File: src/rtl/debug_report_tx.sv
// rtl/debug_report_tx.sv - streams a PC/GPR/data-memory/cycle-count debug report as UART tx bytes
// Words go MSB byte first; PC and cycle count come from a snapshot taken when the report is accepted.
module debug_report_tx #(
  parameter int BYTE     = 8,
  parameter int DWORD    = 32,
  parameter int RB_ADDR  = 5,
  parameter int MEM_ADDR = 5
) (
  input  logic                i_clock,
  input  logic                i_reset,
  input  logic                i_start,
  input  logic [DWORD-1:0]    i_pc,
  input  logic [DWORD-1:0]    i_cycles,
  output logic [RB_ADDR-1:0]  o_rb_addr,
  input  logic [DWORD-1:0]    i_rb_data,
  output logic [MEM_ADDR-1:0] o_mem_addr,
  input  logic [DWORD-1:0]    i_mem_data,
  output logic [BYTE-1:0]     o_tx_data,
  output logic                o_tx_start,
  input  logic                i_tx_done,
  output logic                o_busy,
  output logic                o_done
);

  localparam int NB = DWORD / BYTE;
  localparam int BW = (NB > 1) ? $clog2(NB) : 1;
  localparam int WW = ((RB_ADDR > MEM_ADDR) ? RB_ADDR : MEM_ADDR) + 1;
  localparam logic [WW-1:0] RB_LAST  = WW'((1 << RB_ADDR) - 1);
  localparam logic [WW-1:0] MEM_LAST = WW'((1 << MEM_ADDR) - 1);
  localparam logic [BW-1:0] BYTE_LAST = BW'(NB - 1);

  typedef enum logic [2:0] {
    S_IDLE, S_FETCH, S_LATCH, S_SEND, S_WAIT, S_NEXT, S_DONE
  } state_t;

  typedef enum logic [1:0] {
    PH_PC, PH_REGS, PH_MEM, PH_CYC
  } phase_t;

  state_t              state_q;
  phase_t              phase_q;
  logic [WW-1:0]       word_q;
  logic [BW-1:0]       byte_q;
  logic [DWORD-1:0]    pc_q;
  logic [DWORD-1:0]    cyc_q;
  logic [DWORD-1:0]    shift_q;
  logic [BYTE-1:0]     tx_data_q;
  logic                tx_start_q;
  logic                busy_q;
  logic                done_q;
  logic [RB_ADDR-1:0]  rb_addr_q;
  logic [MEM_ADDR-1:0] mem_addr_q;

  logic                word_last_d;
  phase_t              phase_d;
  logic [WW-1:0]       word_d;
  logic [DWORD-1:0]    src_d;

  always_comb begin
    word_last_d = 1'b1;
    src_d       = pc_q;
    case (phase_q)
      PH_PC:   begin word_last_d = 1'b1;                 src_d = pc_q;       end
      PH_REGS: begin word_last_d = (word_q == RB_LAST);  src_d = i_rb_data;  end
      PH_MEM:  begin word_last_d = (word_q == MEM_LAST); src_d = i_mem_data; end
      PH_CYC:  begin word_last_d = 1'b1;                 src_d = cyc_q;      end
      default: begin word_last_d = 1'b1;                 src_d = pc_q;       end
    endcase
    phase_d = phase_q;
    word_d  = word_q + WW'(1);
    if (word_last_d) begin
      phase_d = phase_t'(phase_q + 2'd1);
      word_d  = '0;
    end
  end

  always_ff @(posedge i_clock or posedge i_reset) begin
    if (i_reset) begin
      state_q    <= S_IDLE;
      phase_q    <= PH_PC;
      word_q     <= '0;
      byte_q     <= '0;
      pc_q       <= '0;
      cyc_q      <= '0;
      shift_q    <= '0;
      tx_data_q  <= '0;
      tx_start_q <= 1'b0;
      busy_q     <= 1'b0;
      done_q     <= 1'b0;
      rb_addr_q  <= '0;
      mem_addr_q <= '0;
    end else begin
      tx_start_q <= 1'b0;
      done_q     <= 1'b0;
      case (state_q)
        S_IDLE: begin
          if (i_start) begin
            pc_q    <= i_pc;
            cyc_q   <= i_cycles;
            phase_q <= PH_PC;
            word_q  <= '0;
            byte_q  <= '0;
            busy_q  <= 1'b1;
            state_q <= S_FETCH;
          end
        end
        S_FETCH: state_q <= S_LATCH;
        // Source data is valid here because the address was set on entry to FETCH.
        S_LATCH: begin
          shift_q    <= src_d;
          tx_data_q  <= src_d[DWORD-1 -: BYTE];
          tx_start_q <= 1'b1;
          state_q    <= S_SEND;
        end
        S_SEND: state_q <= S_WAIT;
        S_WAIT: begin
          if (i_tx_done) state_q <= S_NEXT;
        end
        S_NEXT: begin
          if (byte_q != BYTE_LAST) begin
            byte_q     <= byte_q + BW'(1);
            shift_q    <= shift_q << BYTE;
            tx_data_q  <= shift_q[DWORD-BYTE-1 -: BYTE];
            tx_start_q <= 1'b1;
            state_q    <= S_SEND;
          end else begin
            byte_q <= '0;
            if (word_last_d && phase_q == PH_CYC) begin
              done_q  <= 1'b1;
              busy_q  <= 1'b0;
              state_q <= S_DONE;
            end else begin
              phase_q <= phase_d;
              word_q  <= word_d;
              if (phase_d == PH_REGS) rb_addr_q  <= word_d[RB_ADDR-1:0];
              if (phase_d == PH_MEM)  mem_addr_q <= word_d[MEM_ADDR-1:0];
              state_q <= S_FETCH;
            end
          end
        end
        S_DONE:  state_q <= S_IDLE;
        default: state_q <= S_IDLE;
      endcase
    end
  end

  assign o_tx_data  = tx_data_q;
  assign o_tx_start = tx_start_q;
  assign o_busy     = busy_q;
  assign o_done     = done_q;
  assign o_rb_addr  = rb_addr_q;
  assign o_mem_addr = mem_addr_q;

endmodule

File: config.mk
export PLATFORM = sky130hd
export DESIGN_NAME = debug_report_tx
export DESIGN_NICKNAME = d
export VERILOG_FILES = /design/src/rtl/debug_report_tx.sv
export SDC_FILE = /design/constraint.sdc
export NUM_CORES = 1
export LEC_CHECK = 0
export BUFFER_PORTS_ARGS = -buffer_cell sky130_fd_sc_hd__clkbuf_2
export CAP_MARGIN = 30
export CORE_MARGIN = 2
export CORE_UTILIZATION = 35
export DETAILED_ROUTE_END_ITERATION = 12
export PLACE_DENSITY_LB_ADDON = 0.1
export REMOVE_ABC_BUFFERS = 1
export SLEW_MARGIN = 40
export SYNTH_ARGS = -nofsm -noshare
export SYNTH_HDL_FRONTEND = slang
export SYNTH_SLANG_ARGS = --single-unit
export TNS_END_PERCENT = 20
File: constraint.sdc
create_clock -name i_clock -period 4.1 [get_ports i_clock]
set_input_delay 0.41 -clock i_clock [delete_from_list [all_inputs] [get_ports i_clock]]
set_output_delay 0.41 -clock i_clock [all_outputs]
set_load 0.02 [all_outputs]
==> run summary <==
The flip-flop and latch area came out at approximately 3100 sq um. The logic depth of the worst setup path including buffers came out at 5. TritonCTS built the clock tree.

The largest clock skew in the final design is approximately 0.0078 ns. The maximum level of the CTS H-tree is 4. The final antenna-violating net count is 0. The area of the die is roughly 18000 sq um. The slew at the pin closest to its max-slew limit came out at ~0.76 ns.

The clock network fraction of total power came out at 30.6%. Setup repair after global routing left no endpoint under its margin. The total of buffers placed on input and output ports is between 150 and 200.

The number of flops mapped to enable cells by yosys is 0. The count of instances resized after the clock tree is built came out at 0. The area share of the largest cell type after synthesis is approximately half. The number of fill cells in the layout is between 1.5k and 2k. The setup slack of the most critical reg-to-reg path came out at 1.69 ns.

The setup path with the least slack is of type reg2reg. The area growth from synthesis to layout came out at 25.7%. The dominant cell type by area after synthesis is dfrtp_1. The layout cell share with drive strength beyond 1 came out at 45.6%. The buffers inserted during post-CTS setup optimization is 0. The worst-case reg-to-reg path depth came out at 5. The utilization after layout is about 45%.

The final antenna diode count is 0. The first-pass GRT wire length came out at 23100 um. The clock drives around 120 sinks. The total global routing track utilization came out at between 10% and 20%. The number of optimization iterations in the first detailed-route pass came out at 6. The routed wire length came out at roughly 14000 um.

The x dimension of the die is about 130 um. The number of buffers on the longest clock path is 2. The global route total overflow is 0. The total standard cell area after synthesis is approximately 5900 sq um. Of the total power, the share spent switching nets is a little under a third. The internal power summed over all cells came out at around 0.0035 W.

The register bit total from synthesis is roughly 120. The floorplan row count came out at 47. The path class of the tightest hold or removal check is in2async. The time the worst path needs with I/O delays and setup came out at 2.41 ns. The fraction of power consumed by sequential logic is ~40%. The data required time at the worst endpoint came out at 4.38 ns. The analysis attributes to net switching a power of between 0.0015 and 0.002 W. The number of warnings printed during yosys synthesis came out at 0. Ranked by instance count, the synthesized netlist is headed by dfrtp_1 (122), mux2_2 (74), o21ai_0 (46). The number of buffers created by CTS is 17. Counting distinct cell types in the post-synthesis netlist gives 47. The share of flip-flops with an asynchronous set or reset came out at 100%. Counting both buffers and inverters, the worst setup path holds a total of 0. The y dimension of the die is roughly 130 um.

In the routed design, unresolved DRC markers number 0. The total via count after detailed routing came out at between 4k and 5k. The number of setup violations in the final report is 0. The weighted congestion reported at the end of routability-driven placement is 0.689. The cell area power density came out at a little under 700 nW/um^2. Clock tree synthesis selected as its root buffer the cell clkbuf_16.

The leakage power is 3.48 nW. The number of global-route vias before repair is about 4.5k. After clock tree synthesis, the clock-pin slew on the worst setup and hold paths is approximately 0.05 ns. The critical path goes through ha_2 > and4b_1 > o21ai_1 > or2_2 > o221ai_1. The number of design-rule violations left by the first detailed-router iteration is about 300. The worst path uses about three fifths of the clock period. The largest individual stage delay along the critical path comes from the cell ha_2. The maximum number of pins on one net before global-route repair came out at between 100 and 150.

The core area came out at around 17000 sq um. In this run the worst path has a maximum fanout of 35. The relative slew slack is 49.1%. The gate count of the mapped netlist is 503. The startpoint type of the worst setup path is a flip-flop. The critical path arrival is 2.69 ns. The max-cap check violation count came out at 0. A synthesized cell averages 11.7 sq um. The run finished with clean final reports. Combinational logic is responsible for a little under a third of the overall power. The number of antenna violations at the first check in global routing came out at 0. Detailed placement ended at an HPWL of ~9400 um. The most used flip-flop cell after synthesis is dfrtp_1. STA classifies the critical path endpoint as a flip-flop. approximately 150 I/O pins were placed. In the post-synthesis netlist, the biggest area contributors are dfrtp_1 (52%), mux2_2 (14%), a222oi_1 (5.4%). On the worst path, the slowest cell contributes a delay of 0.72 ns.

The later-pin clock latency in the skew report is around 0.4 ns. The maximum ir drop on the vdd rail came out at between 0.3 and 0.4 mV. The total negative setup slack is 0 ns. The number of endpoints with negative hold slack in the final report came out at 0. The average vias per placed instance came out at a little over 5. The quantity of hold-fixing buffers added after cts came out at 0. The multi-input combinational cell area came out at between 2000 and 3000 sq um. Based on the critical path, the design can be clocked at up to approximately 0.41 GHz.

The proportion of synthesized chip area in sequential cells is roughly half. The starting density of the core came out at a little over a third. The kind of cell with the highest combined delay along the critical path is adder cells. The layout net count came out at around 780. Dividing the detail-routed wire length by the instance count gives 16.1 um. The number of max-slew violations in the final report is 0. The most common cell in the netlist is dfrtp_1.
stage by stage:
stage	worst slack (ns)	power, W	hold WS [ns]	instances	instance area, sq um
2_1_floorplan	0.447	0.00317	0.449	466	5660
3_3_place_gp	1.70	0.00353	0.464	844	6760
3_5_place_dp	1.66	0.00359	0.474	844	6770
4_1_cts	1.63	0.00518	0.195	876	7400
5_1_grt	1.43	0.00547	0.214	876	7400
6_report	1.69	0.00510	0.152	876	7400
registers in the layout, indices dropped and copies added, names as in the netlist:
signal,count
o_rb_addr,5
o_done,1
word_q,6
o_busy,1
shift_q,24
cyc_q,32
o_tx_data,8
o_mem_addr,5
o_tx_start,1
phase_q,2
state_q,3
pc_q,32
byte_q,2
power by group through the flow:
stage / clock (W) / sequential [W] / combinational [W]
finish: 0.00156 / 0.00201 / 0.00153
global route: 0.00166 / 0.00208 / 0.00172
CTS: 0.00160 / 0.00201 / 0.00157
detailed placement: 0 / 0.00203 / 0.00156
floorplan: 0 / 0.00200 / 0.00117
global placement: 0 / 0.00201 / 0.00152
cell type report:
cell class,instances,area share [%]
well taps,220,3.72
clock inverters,7,1.49
flip-flops and latches,122,41.3
repair buffers,158,11.1
inverters,6,0.406
multi-input cells,338,35.1
clock buffers,25,6.97
placed cells by master, fill, tap and decap left out, types with 2 or more instances in the layout:
master     instances
inv_1              4
bufinv_16          3
ha_1               4
buf_4              5
or3_1              2
a22o_1             2
nand2_1           43
clkbuf_8           6
nor2_1            35
clkbuf_16         17
mux2_2            74
nand2b_1           3
nor3b_1            2
and3_1             2
nand3_2            2
clkbuf_2         152
o21a_1             2
a222oi_1          32
o21ai_0           46
a21oi_1           12
clkbuf_1           2
or2_2              3
dfrtp_1          122
clkinv_2           4
a21oi_2           24
and2_1             2
mux2i_1           25
worst min-delay path: stages:
cell and delay (ns):
clkbuf_2 0.10, inv_4 0.05, buf_12 0.46
per-layer routing:
layer  GRT usage (%)  share of wire [%]  up-vias
met5               0                  0        -
met4            6.03                1.2        0
met3            3.88                5.2       16
met2            26.3                 47      125
met1            22.2                 47     2122
li1                -                  -     2142
path summary, 6_finish.rpt:
| check | startpoint | to |
|---|---|---|
| max in group asynchronous | i_reset | cyc_q[5] |
| min reg2reg | shift_q[3] | shift_q[3] |
| max reg2reg | phase_q[0] | word_q[3] |
| min in group i_clock | i_cycles[16] | cyc_q[16] |
| min | i_reset | cyc_q[19] |
| max | phase_q[0] | word_q[3] |
logic make-up (layout without fill, tap and decap cells):
kind of cell,after synthesis,count (layout),synth area share [%]
mux,99,99,18.4
buf+inv,43,196,4.34
compound gates,128,128,15.8
simple gates,104,104,8.20
flops,122,122,51.9
fa+ha+maj,6,6,1.28
xor+xnor,1,1,0.149
Power figures use the tool's default switching activity.
